===== config.mk =====
export PLATFORM = sky130hd
export DESIGN_NAME = vram_write_scheduler
export DESIGN_NICKNAME = d
export VERILOG_FILES = /design/src/rtl/vram_pkg.sv /design/src/rtl/vram_rr_arb2.sv /design/src/rtl/vram_write_scheduler.sv
export SDC_FILE = /design/constraint.sdc
export NUM_CORES = 1
export LEC_CHECK = 0
export BUFFER_PORTS_ARGS = -buffer_cell sky130_fd_sc_hd__buf_2
export CAP_MARGIN = 40
export CORE_UTILIZATION = 25
export DETAILED_ROUTE_END_ITERATION = 10
export HOLD_SLACK_MARGIN = 0.15
export PLACE_DENSITY_LB_ADDON = 0.08
export SLEW_MARGIN = 20
export SYNTH_ARGS = -nofsm -noshare
export SYNTH_HDL_FRONTEND = slang
export SYNTH_SLANG_ARGS = --single-unit

===== constraint.sdc =====
create_clock -name clk -period 2 [get_ports clk]
set_input_delay 0.6 -clock clk [delete_from_list [all_inputs] [get_ports clk]]
set_output_delay 0.6 -clock clk [all_outputs]
set_load 0.1 [all_outputs]

===== src/rtl/vram_pkg.sv =====
// Shared definitions for the VRAM write scheduler: FSM state encoding and
// default geometry of the 160x120 one-bit frame buffer.
package vram_pkg;

    localparam int unsigned VRAM_ADDR_W  = 20;
    localparam int unsigned VRAM_NUM_PIX = 19200;
    localparam int unsigned VRAM_ROW     = 160;

    typedef enum logic [1:0] {
        ST_IDLE  = 2'd0,
        ST_WRITE = 2'd1,
        ST_CLEAR = 2'd2
    } vram_state_e;

endpackage


===== src/rtl/vram_rr_arb2.sv =====
// Two-way round-robin arbiter. Grant is combinational from the request pair
// and the remembered last winner; the winner is recorded only when the caller
// accepts the grant via 'update'. Grant bit 0 is requester A, bit 1 is B.
module vram_rr_arb2 (
    input  logic       clk,
    input  logic       reset_n,
    input  logic [1:0] req,
    input  logic       update,
    output logic [1:0] grant
);

    logic last_b;

    // Tie goes to whoever did not win last; a lone request always wins.
    always_comb begin
        grant = '0;
        if (req == 2'b11) begin
            grant = last_b ? 2'b01 : 2'b10;
        end else begin
            grant = req;
        end
    end

    // Remember the accepted winner; reset leaves B as last so A wins the first tie.
    always_ff @(posedge clk or negedge reset_n) begin
        if (!reset_n) begin
            last_b <= 1'b1;
        end else if (update) begin
            last_b <= grant[1];
        end
    end

endmodule


===== src/rtl/vram_write_scheduler.sv =====
// VRAM write scheduler: arbitrates two pixel-write requesters onto a single
// VRAM write port and, optionally, sweeps the whole buffer to zero.
// Optional clear engine is enabled by defining VRAM_SCHED_CLEAR_EN; without
// it clear_start is ignored and clear_busy/clear_done read 0.
module vram_write_scheduler
    import vram_pkg::*;
#(
    parameter int unsigned ADDR_W  = VRAM_ADDR_W,
    parameter int unsigned NUM_PIX = VRAM_NUM_PIX
) (
    input  logic              clk,
    input  logic              reset_n,
    input  logic              a_req,
    input  logic [ADDR_W-1:0] a_addr,
    input  logic              a_data,
    output logic              a_ack,
    input  logic              b_req,
    input  logic [ADDR_W-1:0] b_addr,
    input  logic              b_data,
    output logic              b_ack,
    input  logic              clear_start,
    output logic              clear_busy,
    output logic              clear_done,
    output logic [ADDR_W-1:0] write_addr,
    output logic              wdata,
    output logic              write_en,
    output logic              oob
);

    localparam logic [ADDR_W-1:0] LAST_PIX = ADDR_W'(NUM_PIX - 1);

    vram_state_e       state;
    logic [1:0]        grant;
    logic              any_req;
    logic              clear_go;
    logic              arb_update;
    logic [ADDR_W-1:0] win_addr;
    logic              win_data;
    logic              win_oob;

    assign any_req    = a_req | b_req;
    assign arb_update = (state == ST_IDLE) && !clear_go && any_req;

    vram_rr_arb2 u_arb (
        .clk     (clk),
        .reset_n (reset_n),
        .req     ({b_req, a_req}),
        .update  (arb_update),
        .grant   (grant)
    );

    // Select the winning requester's address and pixel value.
    always_comb begin
        win_addr = a_addr;
        win_data = a_data;
        if (grant[1]) begin
            win_addr = b_addr;
            win_data = b_data;
        end
        win_oob = (win_addr > LAST_PIX);
    end

`ifdef VRAM_SCHED_CLEAR_EN
    logic              clear_pend;
    logic [ADDR_W-1:0] clr_cnt;

    // A pulse seen in IDLE counts as pending straight away, so it takes the
    // same decision edge rather than waiting one extra cycle.
    assign clear_go = clear_pend | clear_start;
`else
    logic unused_clear_start;

    assign unused_clear_start = clear_start;
    assign clear_go           = 1'b0;
    assign clear_busy         = 1'b0;
    assign clear_done         = 1'b0;
`endif

    // Scheduler FSM; every output is a register updated on the same edge as the state.
    always_ff @(posedge clk or negedge reset_n) begin
        if (!reset_n) begin
            state      <= ST_IDLE;
            write_addr <= '0;
            wdata      <= 1'b0;
            write_en   <= 1'b0;
            a_ack      <= 1'b0;
            b_ack      <= 1'b0;
            oob        <= 1'b0;
`ifdef VRAM_SCHED_CLEAR_EN
            clear_pend <= 1'b0;
            clr_cnt    <= '0;
            clear_busy <= 1'b0;
            clear_done <= 1'b0;
`endif
        end else begin
            case (state)
                ST_IDLE: begin
`ifdef VRAM_SCHED_CLEAR_EN
                    if (clear_go) begin
                        state      <= ST_CLEAR;
                        clear_pend <= 1'b0;
                        clr_cnt    <= '0;
                        write_addr <= '0;
                        wdata      <= 1'b0;
                        write_en   <= 1'b1;
                        clear_busy <= 1'b1;
                        clear_done <= (LAST_PIX == '0);
                    end else
`endif
                    if (any_req) begin
                        state      <= ST_WRITE;
                        write_addr <= win_addr;
                        wdata      <= win_data;
                        write_en   <= !win_oob;
                        oob        <= win_oob;
                        a_ack      <= grant[0];
                        b_ack      <= grant[1];
                    end
                end

                ST_WRITE: begin
                    state    <= ST_IDLE;
                    write_en <= 1'b0;
                    a_ack    <= 1'b0;
                    b_ack    <= 1'b0;
                    oob      <= 1'b0;
`ifdef VRAM_SCHED_CLEAR_EN
                    if (clear_start) begin
                        clear_pend <= 1'b1;
                    end
`endif
                end

`ifdef VRAM_SCHED_CLEAR_EN
                ST_CLEAR: begin
                    if (clr_cnt == LAST_PIX) begin
                        state      <= ST_IDLE;
                        write_en   <= 1'b0;
                        clear_busy <= 1'b0;
                        clear_done <= 1'b0;
                    end else begin
                        clr_cnt    <= clr_cnt + 1'b1;
                        write_addr <= clr_cnt + 1'b1;
                        clear_done <= ((clr_cnt + 1'b1) == LAST_PIX);
                    end
                end
`endif

                default: begin
                    state    <= ST_IDLE;
                    write_en <= 1'b0;
                    a_ack    <= 1'b0;
                    b_ack    <= 1'b0;
                    oob      <= 1'b0;
                end
            endcase
        end
    end

endmodule


# Word level (Yosys, flattened, before mapping)
# Cells that the tools add are included.
# word_totals
reg_bits	28
input_bits	47
wordCells	30
# op_classes
magnitude_cmp	1
eq_ne	2
mux	14
bitwise	1
reduce_logical	4
# op_table
op	n
greater-than comparator 20 x 15 -> 1 bit (second input constant)	1
2-to-1 mux 20 bit	1
2-to-1 mux 1 bit	9
2-to-1 mux 2 bit	4
equality test 2 bit (second input constant)	1
logical NOT 2 bit	1
inequality test 2 bit (second input constant)	1
AND reduction 2 bit	1
logical AND 1 bit	1
logical NOT 1 bit	1
bitwise OR 1 bit	1

# Longest topological paths before layout
# depth
ltp_word	7
ltp_mapped	7
depth_no_buf	5

# By module
# Synthesis repeated with hierarchy kept, for this count alone.
# unflattened
cells_unflattened	131
hier_area_um2	1315.0
# modules_own_cells
mod	n_inst	cells_each	area_each_um2
vram_write_scheduler	1	126	1251.2
vram_rr_arb2	1	5	63.8

# Worst setup path after synthesis
# Ideal clock, no wire load.
# synth_timing
path_type	input-to-reg
start	in a_addr[15]
end	reg oob
setup_ps	126
t_arrival_ps	1621
t_required_ps	1874
setup_slack_ps	252
cell_stages	4
path_buffers	0
cell_sequence	or4_4 nor4b_4 o221ai_2 o311a_1
# synth_between
elab_chain_cells	4
# synth_lines
item	line_no	rtl
start: declaration	vram_write_scheduler.sv:14	input logic [ADDR_W-1:0] a_addr,
2-to-1 mux 20 bit	vram_write_scheduler.sv:56	if (grant[1]) begin
greater-than comparator 20 x 15 -> 1 bit	vram_write_scheduler.sv:60	win_oob = (win_addr > LAST_PIX);
2-to-1 mux 1 bit	vram_write_scheduler.sv:110	if (any_req) begin
2-to-1 mux 1 bit	vram_write_scheduler.sv:96	case (state)
end signal: assignment	vram_write_scheduler.sv:115	oob <= win_oob;
end: declaration	vram_write_scheduler.sv:27	output logic oob
# Every way passes these cells. The select of a mux whose other input is x is not followed.
# A chain may end at the register's enable or synchronous reset.

# Final worst setup path
# layout_timing
start	reg oob
end	out oob
# No word-level cell between the ends.

==> impl_metrics.py <==
metrics = {
    "status": {
        "status": "finished, final reports clean",
    },
    "critical_path": {
        "reg2reg_slack_ns": 0.58,
        "crit_family": "buffers and inverters",
        "start_kind": "register",
        "required_ns": 1.40,
        "r2r-end": "oob",
        "cpPeakStageDelay_ns": 0.44,
        "r2r_start": "u_arb.last_b",
        "crit_chain": "buf_2",
        "crit_type": "register to primary output",
        "crit_slowest_cell": "buf_2",
        "critPathCaptureType": "primary output",
        "r2r_cells": 5,
        "cp_max_fo": 2,
        "path_buf_inv": 1,
        "cp.depth": 1,
        "cp.arrival_ns": 1.07,
    },
    "worst_hold_path": {
        "hp-class": "input port to async pin",
    },
    "grt": {
        "track_usage_pct": 12.21,
        "grt_max_degree": 32,
        "antenna_found_initial": 0,
        "grt_pass1_vias": 1155,
        "overflow": 0,
        "grt_pass1_wl_um": 5119,
    },
    "die": {
        "start_util_pct": 26.05,
        "die_area_mm2": 0.005652,
        "die-height_um": 75.18,
        "num_rows": 26,
        "ioPinCount": 74,
        "core_mm2": 0.005140,
        "die_w_um": 75.18,
    },
    "power": {
        "power_leakage_nw": 0.9233,
        "power_mw": 2.181,
        "peakVddDrop_mv": 0.4229,
        "power_density_mw_per_mm2": 1186,
    },
    "clock_tree": {
        "ctsHoldBuffers": 0,
        "htree_levels": 1,
        "clockRootBuffer": "clkbuf_8",
        "clock_latency_ns": 0.26,
        "cts_tree": "yes",
        "cts_setup_buffers": 0,
        "clk_path_buf_depth": 2,
        "path_clk_slew_ns": 0.09,
        "cts.sinks": 27,
        "cts_resized": 0,
        "cts_buffers": 3,
    },
    "timing": {
        "fin_skew_ns": 0.001424,
        "period_minus_slack_ns": 1.673,
        "period_share_pct": 83.67,
        "fin_tns_setup_ns": 0,
        "drv_slew": 0,
        "slew_headroom_pct": 59.56,
        "fmax_mhz": 597.6,
        "rsz0062_at_grt": "false",
        "finalSetupViolCount": 0,
        "report.final.hold_viol_count": 0,
        "worst_pin_slew_ns": 0.6066,
    },
    "yosys": {
        "syn_area_mm2": 0.001339,
        "yosys_warnings": 0,
        "ys.flop_type": "dfrtp_1",
        "yosys.area.top_type_share_pct": 48.60,
        "synth_cells": 131,
        "async_flop_share_pct": 100.0,
        "yosysTopAreaCell": "dfrtp_1",
        "ys_seq_elements": 27,
        "synth_area_leaders": "dfrtp_1 (49%), mux2i_1 (15%), o21ai_1 (8.2%)",
        "synth_area_per_cell_um2": 10.22,
        "synthTopCellsByCount": "dfrtp_1 (26), nand2_1 (25), o21ai_1 (22)",
        "yosysMostFrequentCell": "dfrtp_1",
        "seq_area_frac_synth_pct": 50.56,
        "synth.distinct_cells": 28,
        "synth_edf_count": 0,
    },
    "finish": {
        "antenna_cells": 0,
        "drive_above_1_share_pct": 43.84,
        "nets": 251,
        "area_growth_syn_to_layout_pct": 37.38,
    },
    "placement": {
        "gp_congestion": 0.8081,
        "numPortBuffers": 70,
        "hpwlAfterDp_um": 2603,
    },
    "flow_run": {
        "cap_violations": 0,
    },
    "routing": {
        "first_pass_iters": 4,
        "viasPerCell": 4.264,
        "wl_um": 3250,
        "vias": 1164,
        "drc": 0,
        "drt-initial-drc-count": 41,
        "postRouteAntennaNets": 0,
        "wl_per_cell_um": 11.90,
    },
}
cells in the final DEF, fill, tap and decap left out:
| master | count |
|---|---|
| buf_2 | 70 |
| dfrtp_1 | 26 |
| nand2_1 | 25 |
| o21ai_1 | 21 |
| mux2i_1 | 20 |
| buf_4 | 7 |
| a21oi_1 | 5 |
| clkbuf_8 | 3 |
| inv_1 | 2 |
| nor2_1 | 2 |
| o21ai_0 | 2 |
| nor3_1 | 2 |
| conb_1 | 2 |
| o21ai_4 | 1 |
| inv_2 | 1 |
| a31oi_1 | 1 |
| o21bai_1 | 1 |
| a21boi_4 | 1 |
| nor3b_1 | 1 |
| or4_4 | 1 |
| nor4b_4 | 1 |
| or4_1 | 1 |
| a21o_1 | 1 |
| a41oi_2 | 1 |
| o221ai_2 | 1 |
| a21oi_2 | 1 |
| o311a_1 | 1 |
| clkbuf_1 | 1 |
| dfstp_2 | 1 |
where the power goes:
group,internal (mW),switching [mW],total [mW]
Combinational,0.211,0.958,1.17
Clock,0.142,0.155,0.297
Sequential,0.656,0.0603,0.716
Total,1.01,1.17,2.18
layout make-up:
cell class              count  area (um^2)
fillers                   577         3301
flip-flops and latches     27        676.9
multi-input cells          92        615.6
repair buffers             77        402.9
well taps                  70        87.58
clock buffers               4        45.04
inverters                   3        11.26
logic make-up after synthesis:
family | after synthesis | synth area share (%)
muxes | 20 | 14.95
other | 1 | 0.2801
AOI/OAI and AO/OA | 37 | 16.73
DFF | 27 | 50.56
buffers and inverters | 13 | 5.420
and+or+nand+nor | 33 | 12.06
state kept, by name, indices dropped and copies added (netlist names):
signal / cells
u_arb.last_b: 1
b_ack: 1
wdata: 1
write_addr: 20
oob: 1
a_ack: 1
state: 1
write_en: 1
metrics by stage:
step                      worst slack, ns  utilization, %  std cells  cell area, um^2  hold slack (ns)
after floorplan                    0.2522               -        132             1343           0.3044
after CTS                          0.3014           35.78        273             1839           0.3522
after global placement            0.09219           34.91        269             1794           0.4648
after detailed placement          0.07905           34.91        269             1794           0.4742
final                              0.3267           35.78        273             1839           0.3354
after global routing               0.2811           35.78        273             1839           0.3698
layer usage:
| layer | share of wire, % | vias up | global-route usage [%] | routed length [um] |
|---|---|---|---|---|
| met5 | 0 | - | 0 | 0 |
| met4 | 0.68 | 0 | 2.469 | 22 |
| met3 | 8.6 | 2 | 4.284 | 280 |
| met2 | 46 | 51 | 21.22 | 1483 |
| met1 | 45 | 514 | 14.66 | 1463 |
| li1 | - | 597 | - | - |
worst max path at each step:
stage / start / endpoint / slack [ns]
after floorplan: a_addr[15] / oob / 0.25
after global placement: a_addr[15] / oob / 0.09
after detailed placement: a_addr[15] / oob / 0.08
after CTS: oob / oob / 0.30
after global routing: oob / oob / 0.28
final: oob / oob / 0.33
(Power assumes the default switching activity.)
